## src/rtl/qsn_pkg.sv

```systemverilog
// qsn_pkg: shared constants, schedule entry and FSM state types
// for the quasi-cyclic shift network sequencer.
package qsn_pkg;

  localparam int LiftingFactor = 4;
  localparam int ShiftWidth    = $clog2(LiftingFactor);
  localparam int NumEntries    = 8;
  localparam int IdxWidth      = $clog2(NumEntries);

  typedef struct packed {
    logic                  en;
    logic [ShiftWidth-1:0] shift;
  } entry_t;

  typedef enum logic {
    S_IDLE = 1'b0,
    S_RUN  = 1'b1
  } state_t;

endpackage

```

## src/rtl/qsn_rotator.sv

```systemverilog
// qsn_rotator: combinational Z-bit cyclic rotator.
// Ports: i_data/i_shift in, o_data[i] = i_data[(i+shift) mod Z].
module qsn_rotator
  import qsn_pkg::*;
(
  input  logic [LiftingFactor-1:0] i_data,
  input  logic [ShiftWidth-1:0]    i_shift,
  output logic [LiftingFactor-1:0] o_data
);

  logic [2*LiftingFactor-1:0] w_dbl;

  // Window into the doubled word gives the wrap without a modulo.
  assign w_dbl  = {i_data, i_data};
  assign o_data = w_dbl[{1'b0, i_shift} +: LiftingFactor];

endmodule

```

## src/rtl/qsn_sequencer.sv

```systemverilog
// qsn_sequencer: walks a programmable shift schedule, rotating input
// blocks (or emitting zero for null entries) into a registered stream.
module qsn_sequencer
  import qsn_pkg::*;
(
  input  logic                       clk,
  input  logic                       rst_n,
  input  logic                       cfg_we,
  input  logic [IdxWidth-1:0]        cfg_addr,
  input  logic [ShiftWidth:0]        cfg_wdata,
  input  logic                       start,
  input  logic [IdxWidth-1:0]        len_m1,
  input  logic                       abort,
  input  logic [LiftingFactor-1:0]   in_data,
  input  logic                       in_valid,
  output logic                       in_ready,
  output logic [LiftingFactor-1:0]   out_data,
  output logic [IdxWidth-1:0]        out_idx,
  output logic                       out_valid,
  input  logic                       out_ready,
  output logic                       busy,
  output logic                       done
);

  state_t                     r_state;
  state_t                     w_state_nxt;
  entry_t                     r_tab [NumEntries];
  logic [IdxWidth-1:0]        r_idx;
  logic [IdxWidth-1:0]        r_last;
  logic [LiftingFactor-1:0]   r_out_data;
  logic [IdxWidth-1:0]        r_out_idx;
  logic                       r_out_valid;
  logic                       r_done;

  entry_t                     w_cur;
  logic [LiftingFactor-1:0]   w_rot;
  logic                       w_slot_free;
  logic                       w_last_hit;
  logic                       w_in_ready;
  logic                       w_issue;

  assign w_cur       = r_tab[r_idx];
  assign w_slot_free = ~r_out_valid | out_ready;
  assign w_last_hit  = (r_idx == r_last);

  qsn_rotator u_rot (
    .i_data  (in_data),
    .i_shift (w_cur.shift),
    .o_data  (w_rot)
  );

  always_ff @(posedge clk or negedge rst_n) begin
    if (!rst_n) r_state <= S_IDLE;
    else        r_state <= w_state_nxt;
  end

  // Abort also masks in_ready so no block is swallowed on the abort edge.
  always_comb begin
    w_state_nxt = r_state;
    w_in_ready  = 1'b0;
    w_issue     = 1'b0;
    unique case (r_state)
      S_IDLE: begin
        if (start) w_state_nxt = S_RUN;
      end
      S_RUN: begin
        w_in_ready = w_cur.en & w_slot_free & ~abort;
        w_issue    = w_cur.en ? (in_valid & w_in_ready)
                              : (w_slot_free & ~abort);
        if (w_issue && w_last_hit) w_state_nxt = S_IDLE;
      end
      default: w_state_nxt = S_IDLE;
    endcase
    if (abort) w_state_nxt = S_IDLE;
  end

  always_ff @(posedge clk or negedge rst_n) begin
    if (!rst_n) begin
      for (int i = 0; i < NumEntries; i++) r_tab[i] <= '0;
      r_idx       <= '0;
      r_last      <= '0;
      r_out_data  <= '0;
      r_out_idx   <= '0;
      r_out_valid <= 1'b0;
      r_done      <= 1'b0;
    end else begin
      r_done <= 1'b0;
      if (cfg_we && r_state == S_IDLE)
        r_tab[cfg_addr] <= entry_t'(cfg_wdata);
      if (abort) begin
        r_out_valid <= 1'b0;
        r_idx       <= '0;
      end else begin
        if (r_state == S_IDLE && start) begin
          r_idx  <= '0;
          r_last <= len_m1;
        end
        if (w_issue) begin
          r_out_valid <= 1'b1;
          r_out_data  <= w_cur.en ? w_rot : '0;
          r_out_idx   <= r_idx;
          if (w_last_hit) r_done <= 1'b1;
          else            r_idx  <= r_idx + 1'b1;
        end else if (out_ready) begin
          r_out_valid <= 1'b0;
        end
      end
    end
  end

  assign in_ready  = w_in_ready;
  assign out_data  = r_out_data;
  assign out_idx   = r_out_idx;
  assign out_valid = r_out_valid;
  assign busy      = (r_state == S_RUN);
  assign done      = r_done;

endmodule
```

## config.mk

```make
export PLATFORM = sky130hd
export DESIGN_NAME = qsn_sequencer
export DESIGN_NICKNAME = d
export VERILOG_FILES = /design/src/rtl/qsn_pkg.sv /design/src/rtl/qsn_rotator.sv /design/src/rtl/qsn_sequencer.sv
export SDC_FILE = /design/constraint.sdc
export NUM_CORES = 1
export LEC_CHECK = 0
export ABC_AREA = 1
export BUFFER_PORTS_ARGS = -buffer_cell sky130_fd_sc_hd__buf_2
export CAP_MARGIN = 0
export CORE_UTILIZATION = 47
export DETAILED_ROUTE_END_ITERATION = 10
export PLACE_DENSITY_LB_ADDON = 0.2
export SKIP_LAST_GASP = 1
export SYNTH_ARGS = -nofsm -noshare
export SYNTH_HDL_FRONTEND = slang
export SYNTH_SLANG_ARGS = --single-unit
```

## constraint.sdc

```tcl
create_clock -name clk -period 1.7 [get_ports clk]
set_input_delay 0.085 -clock clk [delete_from_list [all_inputs] [get_ports clk]]
set_output_delay 0.085 -clock clk [all_outputs]
set_load 0.01 [all_outputs]
```

* Yosys cells after proc, flatten, opt, wreduce, memory -nomap -nowiden
Index checks and enable logic that the tools add are counted.
** Storage, ports and cells
- Register bits :: 40
- Output and inout bits :: 11
- Word-level logic and storage cells :: 70
** Operators by class
- Add/sub/neg operators :: 1
- Order comparisons :: 3
- Equal/unequal tests :: 1
- Shift operators :: 1
- Mux-type cells :: 24
- Bitwise gates (word level) :: 10
- Reduce and logical (&&, ||, !) cells :: 7
** Operators by type and width (count)
- $bwmux W24 :: 1
- $mux W3 :: 7
- $mux W1 :: 12
- $bmux W3 S3 :: 1
- $demux W3 S3 :: 1
- $ge A4 B4 Y1 const B :: 2
- $not A3 Y4 :: 2
- $shiftx A8 B3 Y4 :: 1
- $and A1 B1 Y1 :: 4
- $logic_and A1 B1 Y1 :: 4
- $lt A4 B1 Y1 const B :: 1
- $mux W4 :: 1
- $reduce_and A2 Y1 :: 2
- $add A3 B1 Y3 const B :: 1
- $eq A3 B3 Y1 :: 1
- $not A1 Y1 :: 3
- $reduce_bool A3 Y1 :: 1
- $pmux W1 S2 :: 1
- $or A1 B1 Y1 :: 1

* Longest topological paths before layout
Gate-level depths: netlist (run 1).
- Depth after elaboration :: 12
- Gate-level depth with buffers :: 11
- Gate-level depth less buffers :: 10

* Hierarchy
A second synthesis (run 1) with hierarchy kept.
** Second synthesis, totals
- Cells, all modules :: 269
- Area total of the unflattened synthesis :: 2189.6 um^2
** Modules (own cells, without submodules)
- qsn_sequencer :: instances 1, cells each 243, area an instance 2082.0 um^2, seq. area each 1001.0 um^2
- qsn_rotator :: instances 1, cells each 26, area an instance 107.6 um^2, seq. area each 0.0 um^2

* Worst setup path after synthesis (run 1)
OpenSTA, ideal clock, no wires.
- Path type :: register to register
- Start point :: reg r_idx[0]
- End point :: reg r_out_idx[2] (netlist: out_idx[2])
- Library setup time :: 0.120 ns
- Arrival :: 1.288 ns
- Required time :: 1.580 ns
- Setup slack :: 0.292 ns
- Stages on the path, launching flop included :: 9
- Path buffers :: 2
- Period minus slack after synthesis :: 1.408 ns
- Cell sequence :: dfrtp_1 > buf_6 > o211ai_1 > nand3_2 > nand3_2 > nand2_4 > buf_6 > nand2_1 > o21ai_2
** Between the ends
- Cells in the longest elaborated chain, start to end :: 10
** Ends and longest elaborated chain
- start, declared :: line qsn_sequencer.sv:28 : logic [IdxWidth-1:0] r_idx;
- start signal, assigned :: line qsn_sequencer.sv:103 : else r_idx <= r_idx + 1'b1;
- $not A3 Y4 (not written as such) * :: line qsn_sequencer.sv:42 : assign w_cur = r_tab[r_idx];
- $bmux W3 S3 * :: line qsn_sequencer.sv:42
- $mux W3 (not written as such) * (2 in series) :: line qsn_sequencer.sv:42
- $and A1 B1 Y1 (2 in series) :: line qsn_sequencer.sv:67 : w_in_ready = w_cur.en & w_slot_free & ~abort;
- $and A1 B1 Y1 :: line qsn_sequencer.sv:68 : w_issue = w_cur.en ? (in_valid & w_in_ready)
- $mux W1 * :: line qsn_sequencer.sv:68
- $mux W1 * :: line qsn_sequencer.sv:62 : unique case (r_state)
- $reduce_and A2 Y1 (no line) *
- end signal, assigned :: line qsn_sequencer.sv:101 : r_out_idx <= r_idx;
- end, declared :: line qsn_sequencer.sv:31 : logic [IdxWidth-1:0] r_out_idx;
Every way passes the cells marked *; elsewhere a longest branch is shown, timed or not. The select of a mux whose other input is x is not followed.
A chain may end at the register's enable or synchronous reset.

* Worst setup path after layout (run 1)
- Start point :: reg r_idx[0]
- End point :: out in_ready
** Between the ends
- Cells in the longest elaborated chain, start to end :: 7
** Ends and longest elaborated chain
- $not A3 Y4 (not written as such) :: line qsn_sequencer.sv:42
- $bmux W3 S3 :: line qsn_sequencer.sv:42
- $mux W3 (not written as such) (2 in series) :: line qsn_sequencer.sv:42
- $and A1 B1 Y1 (2 in series) :: line qsn_sequencer.sv:67
- $mux W1 :: line qsn_sequencer.sv:62
- end, declared :: line qsn_sequencer.sv:16 : output logic in_ready,
Every way passes these cells. The select of a mux whose other input is x is not followed.

==> results of run 1 <==
routing by layer:
layer | up-vias | part of all wire, % | GRT usage, %
met5 | - | 0 | 0
met4 | 0 | 1.4 | 8.163
met2 | 38 | 45 | 29.77
met3 | 8 | 3.6 | 3.634
li1 | 932 | - | -
met1 | 851 | 50 | 30.57
layout by cell type (no fill, tap or decap), drive strengths merged:
master       instances
nand2               88
dfrtp               40
buf                 37
nand3               35
o21ai               29
inv                 27
nor2                19
clkbuf               7
nand4                4
o211ai               4
xnor2                4
mux2                 3
dlygate4sd3          2
nor3                 2
or2                  1
o31ai                1
ha                   1
cell type report:
| class | count | area [µm²] |
|---|---|---|
| Clock buffer | 7 | 96.34 |
| Fill cell | 416 | 1884 |
| Inverter | 27 | 101.3 |
| Multi-Input combinational cell | 191 | 970.9 |
| Sequential cell | 40 | 1001 |
| Tap cell | 52 | 65.06 |
| Timing Repair Buffer | 39 | 235.2 |
registers in the layout, summed over array words and instances, names as in the netlist:
register	cells
done	1
r_idx	3
r_last	3
busy	1
out_idx	3
out_valid	1
r_tab	24
out_data	4
cells by family (layout without fill, tap and decap cells):
kind of cell / Yosys count / count (layout) / synth area share, %
AOI/OAI and AO/OA: 34 / 34 / 9.479
xor gates and xnor gates: 4 / 4 / 1.990
adders and majority gates: 1 / 1 / 0.5850
buffers and inverters: 32 / 73 / 7.782
DFF: 40 / 40 / 46.81
muxes: 3 / 3 / 1.580
and+or+nand+nor: 149 / 149 / 31.77
synthesized netlist by cell type (4+ instances only):
cell type	number
nand2_2	4
nand4_1	4
dfrtp_1	40
inv_1	25
nor2_1	17
nand2_1	83
o21ai_2	4
nand3_1	31
buf_6	4
o21ai_0	25
repair_timing:
action,in CTS,in global routing
hold buffers,2,0
gates resized for setup,0,0
hold endpoints to repair,20,0
setup endpoints to repair,0,2
stage by stage:
step | setup TNS, ps | instance area, µm²
finish | 0 | 2470
global route | -1.320 | 2470
CTS | 0 | 2470
detailed placement | 0 | 2354
global placement | 0 | 2354
floorplan | 0 | 2138
final timing paths:
| check | from | end | slack, ps | cells past startpoint |
|---|---|---|---|---|
| min in group asynchronous | rst_n | out_data[1] | 290 | 2 |
| hold reg to reg | out_data[3] | out_data[3] | 480 | 2 |
| setup / recovery | r_idx[0] | in_ready | 120 | 8 |
| hold / removal | len_m1[2] | r_last[2] | 30 | 2 |
| max in group asynchronous | rst_n | r_tab[4] | 930 | 3 |
| setup reg to reg | r_idx[0] | busy | 180 | 9 |
power breakdown:
part           switching (mW)  total, mW  internal, mW
logic                   0.423      0.702         0.279
clock network           0.306      0.667         0.361
registers               0.104       1.24          1.14
total                   0.833       2.61          1.78
==> results.json, run 1 <==
{
  "hold_viol_final": 0,
  "dieArea_um2": 4823,
  "fin_util_pct": 56.72,
  "path_max_fanout": 7,
  "finalMaxSlewViolations": 0,
  "path_cells": "buf_4, nand2_1, nand2_1, nand2_1, nand3_1, nand3_1, inv_1, buf_2",
  "p_leak_nw": 1.259,
  "post_cts_buffers": 0,
  "cap_violations": 0,
  "rsz0062_at_grt": "true",
  "arrival_ps": 1500,
  "drt-initial-drc-count": 126,
  "grt.overflow.total": 0,
  "yosysSeqAreaShare_pct": 46.81,
  "place_ws_ps": 190.7,
  "synth_cell_types": 26,
  "ys_ff_latch": 40,
  "grt.total_usage_pct": 20.59,
  "io_buffers": 30,
  "clockBufferDepth": 2,
  "ctsRootBufferMaster": "clkbuf_8",
  "finalPower_mw": 2.609,
  "ioPinCount": 31,
  "status": "finished clean",
  "synth_area_um2": 2138,
  "maxSlewHeadroom_pct": 67.01,
  "drcViolationCount": 0,
  "cts_made_buffers": 5,
  "cp-end-kind": "output pin",
  "rows": 24,
  "grt_max_degree": 22,
  "peakVddDrop_mv": 0.6005,
  "wl_per_cell_um": 12.79,
  "grt_pass1_vias": 1642,
  "slowest_delay_ps": 410,
  "clkSinkCount": 40,
  "finalCritPeriodShare_pct": 93.04,
  "clkLatencyLatePin_ps": 290,
  "cp_common_cell": "nand2_1",
  "start_util_pct": 49.11,
  "synthArstFlopShare_pct": 100.0,
  "via_count": 1829,
  "syn_nets": 284,
  "required_ps": 1620,
  "synth_top_area_share_pct": 46.81,
  "routed_wl_um": 4553,
  "die_h_um": 69.45,
  "final.setup_skew_ps": 2.568,
  "worst_slack_ps": 118.4,
  "htree_levels": 2,
  "core_area_um2": 4354,
  "nets": 325,
  "cp_top_family": "simple AND/OR/NAND/NOR gates",
  "critical_path_class": "reg2out",
  "via_per_inst": 5.138,
  "worst_slew_pin_slew_ps": 494.8,
  "dominantRegCellSynth": "dfrtp_1",
  "setup_viol": 0,
  "antenna_left": 0,
  "area_growth_pct": 15.51,
  "antenna_found_initial": 0,
  "die-width_um": 69.45,
  "min_path_type": "in2reg",
  "critical_path_buf_inv_count": 3,
  "synth_largest_area_cell": "dfrtp_1",
  "drtPass1Iterations": 8,
  "drive_gt1_share_pct": 22.37,
  "syn_inst": 263,
  "cts_tree": "done",
  "dpl.cell_count": 347,
  "synth.avg_cell_area_um2": 8.130,
  "clk_pin_slew_worst_paths_ps": 70,
  "min_period_ps": 1582,
  "final_cells": 356,
  "grt_pass1_wl_um": 7776,
  "max_freq_mhz": 632.3,
  "holdWs_ps": 26.77,
  "synth_area_leaders": "dfrtp_1 47%, nand2_1 15%, nand3_1 7.3%, o21ai_0 5.9%, inv_1 4.4%",
  "place_hpwl_um": 3523,
  "synth_edf_count": 0,
  "yosysWarnings": 0,
  "antenna_cells": 0,
  "crit_path_start_kind": "flop",
  "cp_slowest_cell": "dfrtp_1",
  "p_per_area_nw_per_um2": 1056,
  "gp_congestion": 0.9159
}
Power figures use the tool's default switching activity.
==> run 2: changes to the inputs <==
==> constraint.sdc (replaced) <==
create_clock -name clk -period 1.8 [get_ports clk]
set_input_delay 0.09 -clock clk [delete_from_list [all_inputs] [get_ports clk]]
set_output_delay 0.09 -clock clk [all_outputs]
set_load 0.01 [all_outputs]
==> run 2 against run 1 <==
The flow now finishes with violations (DRC). Final area up 0.30%. Clock-buffer cell count is 2 lower. Register-to-register slack gained 60 ps. Die area stayed put. Via count decreased by 0.55%. Clock skew increased by 3.5 ps. Largest power group unchanged. Total power down 2.3%. Combinational power shrank 7.8%.
==> results.json, run 2 (synthesis results as in run 1) <==
{
  "drcViolationCount": 1,
  "path_cells": "buf_4, nand2_1, o211ai_1, nand3_2, nand3_1, inv_1, buf_2",
  "grt_max_degree": 41,
  "via_count": 1819,
  "setup_viol": 0,
  "p_clk_share_pct": 28.6,
  "p_seq_share_pct": 46.0,
  "cts_tree": "done",
  "p_per_area_nw_per_um2": 1029,
  "cp_top_family": "flip-flops",
  "start_util_pct": 49.11,
  "wl_met2_um": 2023,
  "status": "complete, but fails checks",
  "routed-wl-met3_um": 135,
  "htree_levels": 2,
  "cts_made_buffers": 5,
  "final_common_cell": "nand2_1",
  "antenna_cells": 0,
  "finalMaxSlewViolations": 0,
  "clkLatencyLatePin_ps": 300,
  "fill_cells": 397,
  "die_h_um": 69.45,
  "arrival_ps": 1520,
  "clkSinkCount": 40,
  "rows": 24,
  "drive_gt1_share_pct": 22.37,
  "gp_congestion": 0.8773,
  "core_area_um2": 4354,
  "finalCritPeriodShare_pct": 89.58,
  "via_per_inst": 5.110,
  "antenna_found_initial": 0,
  "final.setup_skew_ps": 6.087,
  "critical_path_class": "reg2out",
  "hold_viol_final": 0,
  "p_leak_nw": 1.258,
  "routed_wl_um": 4463,
  "holdWs_ps": 19.89,
  "power_switching_uw": 810.3,
  "dieArea_um2": 4823,
  "peakVddDrop_mv": 0.6232,
  "clockBufferDepth": 2,
  "final_cells": 356,
  "regMostFlops": "r_tab",
  "drtPass1Iterations": 7,
  "cp_slowest_cell": "dfrtp_1",
  "post_cts_resized": 0,
  "required_ps": 1710,
  "rsz0062_at_grt": "false",
  "critical_path_buf_inv_count": 3,
  "maxSlewHeadroom_pct": 76.25,
  "max_freq_mhz": 620.2,
  "internal_power_mw": 1.739,
  "layout_common_cells": "83 x nand2_1, 40 x dfrtp_1, 31 x nand3_1",
  "crit_path_start_kind": "flop",
  "area_growth_pct": 15.86,
  "wl_per_cell_um": 12.54,
  "min_period_ps": 1612,
  "cp-end-kind": "output pin",
  "violations": "DRC",
  "clk_pin_slew_worst_paths_ps": 80,
  "grt.total_usage_pct": 20.13,
  "grt.overflow.total": 0,
  "path_max_fanout": 14,
  "die-width_um": 69.45,
  "io_buffers": 30,
  "ioPinCount": 31,
  "slowest_delay_ps": 450,
  "drt-initial-drc-count": 81,
  "highest_layer": "met4",
  "place_hpwl_um": 3386,
  "netSwitchingFraction_pct": 31.79,
  "min_path_type": "in2reg",
  "antenna_left": 0,
  "grt_pass1_wl_um": 7603,
  "grt_pass1_vias": 1641,
  "tns_ps": 0,
  "wl_met1_um": 2231,
  "worst_slew_pin_slew_ps": 354.9,
  "dpl.cell_count": 346,
  "largest_reg_flops": 24,
  "pwr-share-comb_pct": 25.4,
  "fin_util_pct": 56.90,
  "nets": 324,
  "ctsRootBufferMaster": "clkbuf_8",
  "cap_violations": 0
}
[run 2: cell count changes in the layout (fill, tap and decap cells not counted)]
cell | before | now
clkbuf_8 | 7 | 5
clkinv_2 | 0 | 1
clkinvlp_4 | 0 | 1
buf_4 | 6 | 5
bufinv_16 | 0 | 1
[run 2: per-layer routing]
metal | global-route usage [%] | vias to the layer above
met5 | 0 | -
met3 | 3.924 | 6
met1 | 29.43 | 852
met2 | 29.34 | 29
met4 | 8.163 | 0
li1 | - | 932
[run 2: cell type report]
| class | instances | area, µm² | area share, % |
|---|---|---|---|
| clock buffer | 5 | 68.82 | 2.778 |
| timing repair buffer | 38 | 227.7 | 9.192 |
| tap | 52 | 65.06 | 2.626 |
| clock inverter | 3 | 42.54 | 1.717 |
| inverter | 27 | 101.3 | 4.091 |
| sequential | 40 | 1001 | 40.40 |
| multi-input combinational | 191 | 970.9 | 39.19 |
[run 2: final timing paths]
path                             start           to  cells past startpoint  slack (ps)
max in group asynchronous        rst_n     r_tab[3]                      3        1320
min                          len_m1[2]    r_last[2]                      2          20
min in group asynchronous        rst_n    out_valid                      3         270
max                           r_idx[0]     in_ready                      7         190
max reg2reg                   r_idx[0]  out_data[0]                      9         240
min reg2reg                out_data[2]  out_data[2]                      2         480
[run 2: what timing repair did]
item	4_1_cts	5_1_grt
endpoints found under the hold margin	41	0
hold buffers	2	0
buffers inserted	0	0
[run 2: power groups by stage]
stage | logic, mW | registers [mW] | clock network (mW)
2_1_floorplan | 0.465 | 1.17 | 0
3_3_place_gp | 0.640 | 1.18 | 0
3_5_place_dp | 0.647 | 1.19 | 0
4_1_cts | 0.652 | 1.17 | 0.748
5_1_grt | 0.744 | 1.19 | 0.784
6_report | 0.647 | 1.17 | 0.730
[run 2: worst register-to-register path, stage by stage (launching register included)]
cell,delay [ps]
dfrtp_1,450
buf_4,230
nand2_1,80
nand3_1,80
nand3_1,190
nand2_2,160
nand2_1,70
nand3_1,80
nand3_1,90
nand2_1,70
[run 2: through the flow]
stage,instance area [µm²],total power [mW],setup WS [ps]
after floorplan,2138,1.639,391.6
after global routing,2477,2.722,67.22
after global placement,2346,1.825,296.0
final,2477,2.549,187.5
after detailed placement,2346,1.835,274.9
after CTS,2477,2.571,171.4
